$ cat config.mk
export PLATFORM = sky130hd
export DESIGN_NAME = seven_seg_decimal_display
export DESIGN_NICKNAME = d
export VERILOG_FILES = /design/src/rtl/seven_seg_pkg.sv /design/src/rtl/bin_to_bcd_seq.sv /design/src/rtl/seven_seg_decimal_display.sv
export SDC_FILE = /design/constraint.sdc
export NUM_CORES = 1
export LEC_CHECK = 0
export ABC_AREA = 1
export CAP_MARGIN = 10
export CELL_PAD_IN_SITES_DETAIL_PLACEMENT = 0
export CELL_PAD_IN_SITES_GLOBAL_PLACEMENT = 2
export CORE_MARGIN = 5
export CORE_UTILIZATION = 34
export CTS_BUF_LIST = sky130_fd_sc_hd__clkbuf_16
export DETAILED_ROUTE_END_ITERATION = 12
export PLACE_DENSITY = 0.87
export SLEW_MARGIN = 30
export SYNTH_ARGS = -nofsm -noshare
export SYNTH_HDL_FRONTEND = slang
export SYNTH_HIERARCHICAL = 1
export SYNTH_SLANG_ARGS = --single-unit
$ cat constraint.sdc
create_clock -name clk -period 1.61 [get_ports clk]
set_input_delay 0.4025 -clock clk [delete_from_list [all_inputs] [get_ports clk]]
set_output_delay 0.4025 -clock clk [all_outputs]
set_load 0.005 [all_outputs]
$ cat src/rtl/seven_seg_pkg.sv
// seven_seg_pkg: segment patterns, converter state and BCD nibble types shared by the display driver
package seven_seg_pkg;

    typedef logic [3:0] bcd_t;
    typedef logic [1:0] conv_state_t;

    localparam conv_state_t IDLE  = 2'd0;
    localparam conv_state_t SHIFT = 2'd1;
    localparam conv_state_t DONE  = 2'd2;

    // active-high patterns, bit7 = a ... bit1 = g, bit0 = h (dot)
    localparam logic [7:0] SEG_0    = 8'hFC;
    localparam logic [7:0] SEG_1    = 8'h60;
    localparam logic [7:0] SEG_2    = 8'hDA;
    localparam logic [7:0] SEG_3    = 8'hF2;
    localparam logic [7:0] SEG_4    = 8'h66;
    localparam logic [7:0] SEG_5    = 8'hB6;
    localparam logic [7:0] SEG_6    = 8'hBE;
    localparam logic [7:0] SEG_7    = 8'hE0;
    localparam logic [7:0] SEG_8    = 8'hFE;
    localparam logic [7:0] SEG_9    = 8'hF6;
    localparam logic [7:0] SEG_DASH = 8'h02;
    localparam logic [7:0] SEG_OFF  = 8'h00;

    function automatic logic [7:0] seg_decode(input bcd_t d);
        case (d)
            4'd0:    return SEG_0;
            4'd1:    return SEG_1;
            4'd2:    return SEG_2;
            4'd3:    return SEG_3;
            4'd4:    return SEG_4;
            4'd5:    return SEG_5;
            4'd6:    return SEG_6;
            4'd7:    return SEG_7;
            4'd8:    return SEG_8;
            4'd9:    return SEG_9;
            default: return SEG_OFF;
        endcase
    endfunction

    // accumulator must hold every decimal digit of the widest input plus one overflow nibble
    function automatic int conv_nibbles(input int w_value, input int n_digits);
        int a;
        a = (w_value + 2) / 3 + 1;
        return a > n_digits + 1 ? a : n_digits + 1;
    endfunction

endpackage

$ cat src/rtl/bin_to_bcd_seq.sv
// bin_to_bcd_seq: sequential double-dabble converter, one input bit per cycle, with a one-deep pending load
module bin_to_bcd_seq
    import seven_seg_pkg::*;
#(
    parameter int w_value = 16,
    parameter int n_nib   = 7
) (
    input  logic                 clk,
    input  logic                 rst,
    input  logic [w_value-1:0]   value,
    input  logic                 load,
    output logic                 busy,
    output logic                 done,
    output logic [4*n_nib-1:0]   bcd
);

    localparam int w_cnt = w_value > 1 ? $clog2(w_value) : 1;

    conv_state_t        state;
    logic [w_value-1:0] sr;
    logic [w_value-1:0] pend;
    logic               pend_full;
    logic [w_cnt-1:0]   cnt;
    logic [4*n_nib-1:0] adj;
    logic               start;
    logic [w_value-1:0] start_val;

    assign busy      = state != IDLE;
    assign done      = state == DONE;
    assign start     = (state == IDLE && load) || (done && (load || pend_full));
    assign start_val = load ? value : pend;

    // add 3 to every nibble of 5 or more so the following shift carries correctly into the next digit
    always_comb begin
        adj = bcd;
        for (int i = 0; i < n_nib; i++)
            adj[4*i +: 4] = bcd[4*i +: 4] >= 4'd5 ? bcd[4*i +: 4] + 4'd3 : bcd[4*i +: 4];
    end

    // state sequencing, pending slot and the shift datapath
    always_ff @(posedge clk) begin
        if (rst) begin
            state     <= IDLE;
            sr        <= '0;
            bcd       <= '0;
            cnt       <= '0;
            pend      <= '0;
            pend_full <= 1'b0;
        end else if (start) begin
            state     <= SHIFT;
            sr        <= start_val;
            bcd       <= '0;
            cnt       <= '0;
            pend_full <= 1'b0;
        end else if (state == SHIFT) begin
            {bcd, sr} <= {adj, sr} << 1;
            cnt       <= cnt + 1'b1;
            if (cnt == w_cnt'(w_value - 1))
                state <= DONE;
            if (load) begin
                pend      <= value;
                pend_full <= 1'b1;
            end
        end else if (done) begin
            state <= IDLE;
        end
    end

endmodule

$ cat src/rtl/seven_seg_decimal_display.sv
// seven_seg_decimal_display: binary-to-decimal multiplexed 7-segment driver; SEVEN_SEG_LZ_BLANK_EN enables leading-zero blanking
module seven_seg_decimal_display
    import seven_seg_pkg::*;
#(
    parameter int clk_mhz          = 50,
    parameter int digit_hz         = 1000,
    parameter int w_value          = 16,
    parameter int n_digits         = 4,
    parameter int w_digit          = 8,
    parameter bit seg_active_low   = 1'b1,
    parameter bit digit_active_low = 1'b0
) (
    input  logic                clk,
    input  logic                rst,
    input  logic [w_value-1:0]  value,
    input  logic                value_load,
    input  logic [n_digits-1:0] dots,
    output logic                busy,
    output logic                overflow,
    output logic [7:0]          abcdefgh,
    output logic [w_digit-1:0]  digit
);

    localparam int dwell_raw = clk_mhz * 1000000 / digit_hz;
    localparam int dwell     = dwell_raw < 1 ? 1 : dwell_raw;
    localparam int w_pre     = dwell > 1 ? $clog2(dwell) : 1;
    localparam int w_sel     = n_digits > 1 ? $clog2(n_digits) : 1;
    localparam int n_nib     = conv_nibbles(w_value, n_digits);

    logic                  conv_done;
    logic [4*n_nib-1:0]    acc;
    logic [4*n_digits-1:0] disp;
    logic [w_pre-1:0]      pre;
    logic [w_sel-1:0]      sel;
    logic [n_digits-1:0]   shown;
    bcd_t                  cur;
    logic [7:0]            seg_nxt;

    bin_to_bcd_seq #(
        .w_value (w_value),
        .n_nib   (n_nib)
    ) u_conv (
        .clk   (clk),
        .rst   (rst),
        .value (value),
        .load  (value_load),
        .busy  (busy),
        .done  (conv_done),
        .bcd   (acc)
    );

    // commit a finished conversion in one edge so the display never shows a partial result
    always_ff @(posedge clk) begin
        if (rst) begin
            disp     <= '0;
            overflow <= 1'b0;
        end else if (conv_done) begin
            disp     <= acc[4*n_digits-1:0];
            overflow <= |acc[4*n_nib-1:4*n_digits];
        end
    end

    // dwell prescaler and round-robin digit select
    always_ff @(posedge clk) begin
        if (rst) begin
            pre <= '0;
            sel <= '0;
        end else if (pre == w_pre'(dwell - 1)) begin
            pre <= '0;
            sel <= sel == w_sel'(n_digits - 1) ? '0 : sel + 1'b1;
        end else begin
            pre <= pre + 1'b1;
        end
    end

`ifdef SEVEN_SEG_LZ_BLANK_EN
    // a digit stays lit if it or any higher digit is nonzero; digit 0 always stays lit
    always_comb begin
        logic nz;
        nz    = 1'b0;
        shown = '0;
        shown[0] = 1'b1;
        for (int k = n_digits - 1; k > 0; k--) begin
            nz       = nz | (disp[4*k +: 4] != 4'd0);
            shown[k] = nz;
        end
    end
`else
    assign shown = '1;
`endif

    assign cur     = disp[4*sel +: 4];
    assign seg_nxt = overflow ? SEG_DASH | {7'b0, dots[sel]} :
                     shown[sel] ? seg_decode(cur) | {7'b0, dots[sel]} : SEG_OFF;

    // register segments and enable together, applying board polarity
    always_ff @(posedge clk) begin
        if (rst) begin
            abcdefgh <= SEG_OFF ^ {8{seg_active_low}};
            digit    <= {w_digit{digit_active_low}};
        end else begin
            abcdefgh <= seg_nxt ^ {8{seg_active_low}};
            digit    <= (w_digit'(1) << sel) ^ {w_digit{digit_active_low}};
        end
    end

endmodule

==> results.json, run 1 <==
{
  "setup_tns_ns": 0,
  "crit_family": "buffers and inverters",
  "via_per_inst": 4.52,
  "rows": 48,
  "drt-initial-drc-count": 215,
  "synth.largest_area_cell": "dfxtp_1",
  "clk_latency_ns": 0.41,
  "cts-htree-levels": 4,
  "crit_type": "reg -> reg",
  "pwr-share-clk": 0.476,
  "met1_usage": 0.185,
  "final_cell_area_um2": 7370,
  "crit_fanout": 14,
  "cts_sinks": 114,
  "fin_crit_sh": 0.941,
  "design.die.area_um2": 20200,
  "critPathRequiredTime_ns": 1.96,
  "critPathBufInv": 5,
  "grtUsageMet3": 0.0309,
  "coreArea_um2": 17200,
  "syn_inst": 847,
  "post_dp_cell_area_um2": 6810,
  "grt_pass1_wl_mm": 22.2,
  "p_per_area_nw_per_um2": 955,
  "drtAntennaViolNets": 0,
  "cts_tree": "built",
  "p_comb_frac": 0.101,
  "syn-cell-area_um2": 5940,
  "synth_cell_types": 41,
  "nNetsFinal": 964,
  "min_period_ns": 1.51,
  "grt_busiest_layer": "met2",
  "ys.flop_type": "dfxtp_1",
  "cts_made_buffers": 17,
  "dp.final_hpwl_mm": 9.23,
  "cts_buffer_depth": 2,
  "max_clock_freq_mhz": 660,
  "final_core_util": 0.427,
  "layout_commonest_cell": "nand2_1",
  "grtUsageTotal": 0.133,
  "pin_count": 41,
  "critPathMaxStageDelay_ns": 0.33,
  "grt_pass1_vias": 4830,
  "final-hold-violation-count": 0,
  "cp_num_cells": 11,
  "layout_common_cells": "188 x nand2_1, 111 x inv_1, 110 x dfxtp_1",
  "vias": 5206,
  "worstPathCellList": "inv_2 -> buf_4 -> ha_1 -> inv_2 -> nand2_4 -> nand2_8 -> nand2_4 -> buf_12 -> a21oi_1 -> nand2_1 -> inv_1",
  "p_leak_nw": 3.19,
  "p_sw_frac": 0.246,
  "grt_max_degree": 39,
  "fin_skew_ns": 0.00631,
  "area_growth_pct": 24.1,
  "arrival_ns": 1.87,
  "min_path_type": "reg -> reg",
  "drc": 0,
  "synth-edff-count": 0,
  "postCtsHoldBufs": 0,
  "clkTransAtPathRegs_ns": 0.05,
  "maxSlewViolCount": 0,
  "finalPower_mw": 7.03,
  "diodes": 0,
  "ys_warn_count": 6,
  "portBuffers": 36,
  "seqPwrFrac": 0.424,
  "endpoint_kind": "flip-flop",
  "max_cap_violations": 0,
  "grt_use_met2": 0.202,
  "power_switching_mw": 1.73,
  "vdd_drop_max_mv": 0.754,
  "antenna_found_initial": 0,
  "slowest_stage": "dfxtp_2",
  "routed_wl_mm": 12.9,
  "outcome": "finished, final reports clean",
  "setup_violations": 0,
  "start_util": 0.344,
  "p_int_mw": 5.30,
  "r2r_cells": 11,
  "first_pass_iters": 5,
  "holdPathStages": 2,
  "die_y_um": 142,
  "drive_gt1_frac": 0.139,
  "synth_area_leaders": "dfxtp_1 38%, nand2_1 12%, nand3_1 7.3%",
  "wl_per_cell_um": 11.2,
  "gp_congestion": 0.812,
  "ctsRootBufferMaster": "clkbuf_16",
  "yosysTopAreaCellShare": 0.384,
  "worst_setup_path_start_kind": "flip-flop",
  "reg2reg_slack_ns": 0.1,
  "die_w_um": 142,
  "synthArstFlopShare": 0,
  "syn_area_per_cell_um2": 7.01,
  "grt_remaining_overflow": 0,
  "synth-seq-area-share": 0.384,
  "whs_ns": 0.446,
  "synth-seq-cells": 114
}
state kept, by name, summed over array words and instances, names as in the netlist, 4 cells and up:
name and count:
pre 16, u_conv/bcd 28, abcdefgh 8, u_conv/pend 16
digit 4, u_conv/sr 16, disp 16, u_conv/cnt 4
tightest hold or removal path, stage by stage (launching register included):
cell	delay [ns]
dfxtp_1	0.29
inv_1	0.05
a21oi_1	0.05
cell usage after synthesis, types with 7 or more instances:
cell type,number
nand2_1,188
dfxtp_1,114
inv_1,112
nand3_1,87
nor2_1,81
a21oi_1,48
o21ai_0,42
ha_1,26
o21ai_1,20
buf_2,15
nor3_1,14
clkbuf_1,10
o211ai_1,9
xor2_1,8
buf_4,7
inv_2,7
nand2_2,7
power groups by stage:
stage / clock, mW / sequential, mW / combinational, mW
after floorplan: 0 / 3.03 / 0.465
after global placement: 0 / 3.04 / 0.709
after detailed placement: 0 / 3.04 / 0.710
after CTS: 3.44 / 2.98 / 0.708
after global routing: 3.59 / 2.99 / 0.802
final: 3.35 / 2.98 / 0.708
per-stage QoR:
| step | cells | setup WS, ns |
|---|---|---|
| after floorplan | 850 | 0.171 |
| after global placement | 1120 | -0.227 |
| after detailed placement | 1120 | -0.264 |
| after CTS | 1152 | -0.0853 |
| after global routing | 1153 | -0.00164 |
| final | 1153 | 0.0952 |
area by class of cell:
cell class | instances | area (µm²)
fill | 1752 | 9870
multi-input combinational | 574 | 2970
sequential | 114 | 2290
timing repair buffer | 86 | 842
inverter | 122 | 460
clock buffer | 17 | 425
tap | 225 | 282
clock inverter | 15 | 103
cell families after synthesis:
logic type / after synthesis / synth area share
xor+xnor: 8 / 0.0118
flops: 114 / 0.384
simple gates: 407 / 0.307
other cells: 1 / 0.000632
buf+inv: 162 / 0.121
fa+ha+maj: 26 / 0.0548
compound gates: 129 / 0.120
final timing paths:
check	from	to
setup reg to reg	u_conv/state[0]	u_conv/bcd[1]
hold reg to reg	u_conv/pend[15]	u_conv/pend[15]
hold / removal	u_conv/pend[15]	u_conv/pend[15]
setup / recovery	u_conv/state[0]	u_conv/bcd[1]
timing repair:
action | 4_1_cts | 5_1_grt
hold endpoints to repair | 0 | 0
pin swaps | 0 | 1
endpoints found under the setup margin | 14 | 50
gates resized for setup | 18 | 13
buffers inserted | 0 | 1
routing by layer:
| layer | vias to the layer above | routed length, µm |
|---|---|---|
| li1 | 2820 | - |
| met1 | 2303 | 6750 |
| met2 | 66 | 5460 |
| met3 | 17 | 468 |
| met4 | 0 | 174 |
| met5 | - | 0 |
Note: power is estimated with default switching activity, not from simulation.
==> run 2, diff against run 1 <==
--- a/config.mk
+++ b/config.mk
@@ -13,6 +13,7 @@
 export CORE_UTILIZATION = 34
 export CTS_BUF_LIST = sky130_fd_sc_hd__clkbuf_16
 export DETAILED_ROUTE_END_ITERATION = 12
+export HOLD_SLACK_MARGIN = 0.02
 export PLACE_DENSITY = 0.87
 export SLEW_MARGIN = 30
 export SYNTH_ARGS = -nofsm -noshare
==> results of run 2 <==
Same layout as run 1: the final DEF is identical, and so are final timing and power.
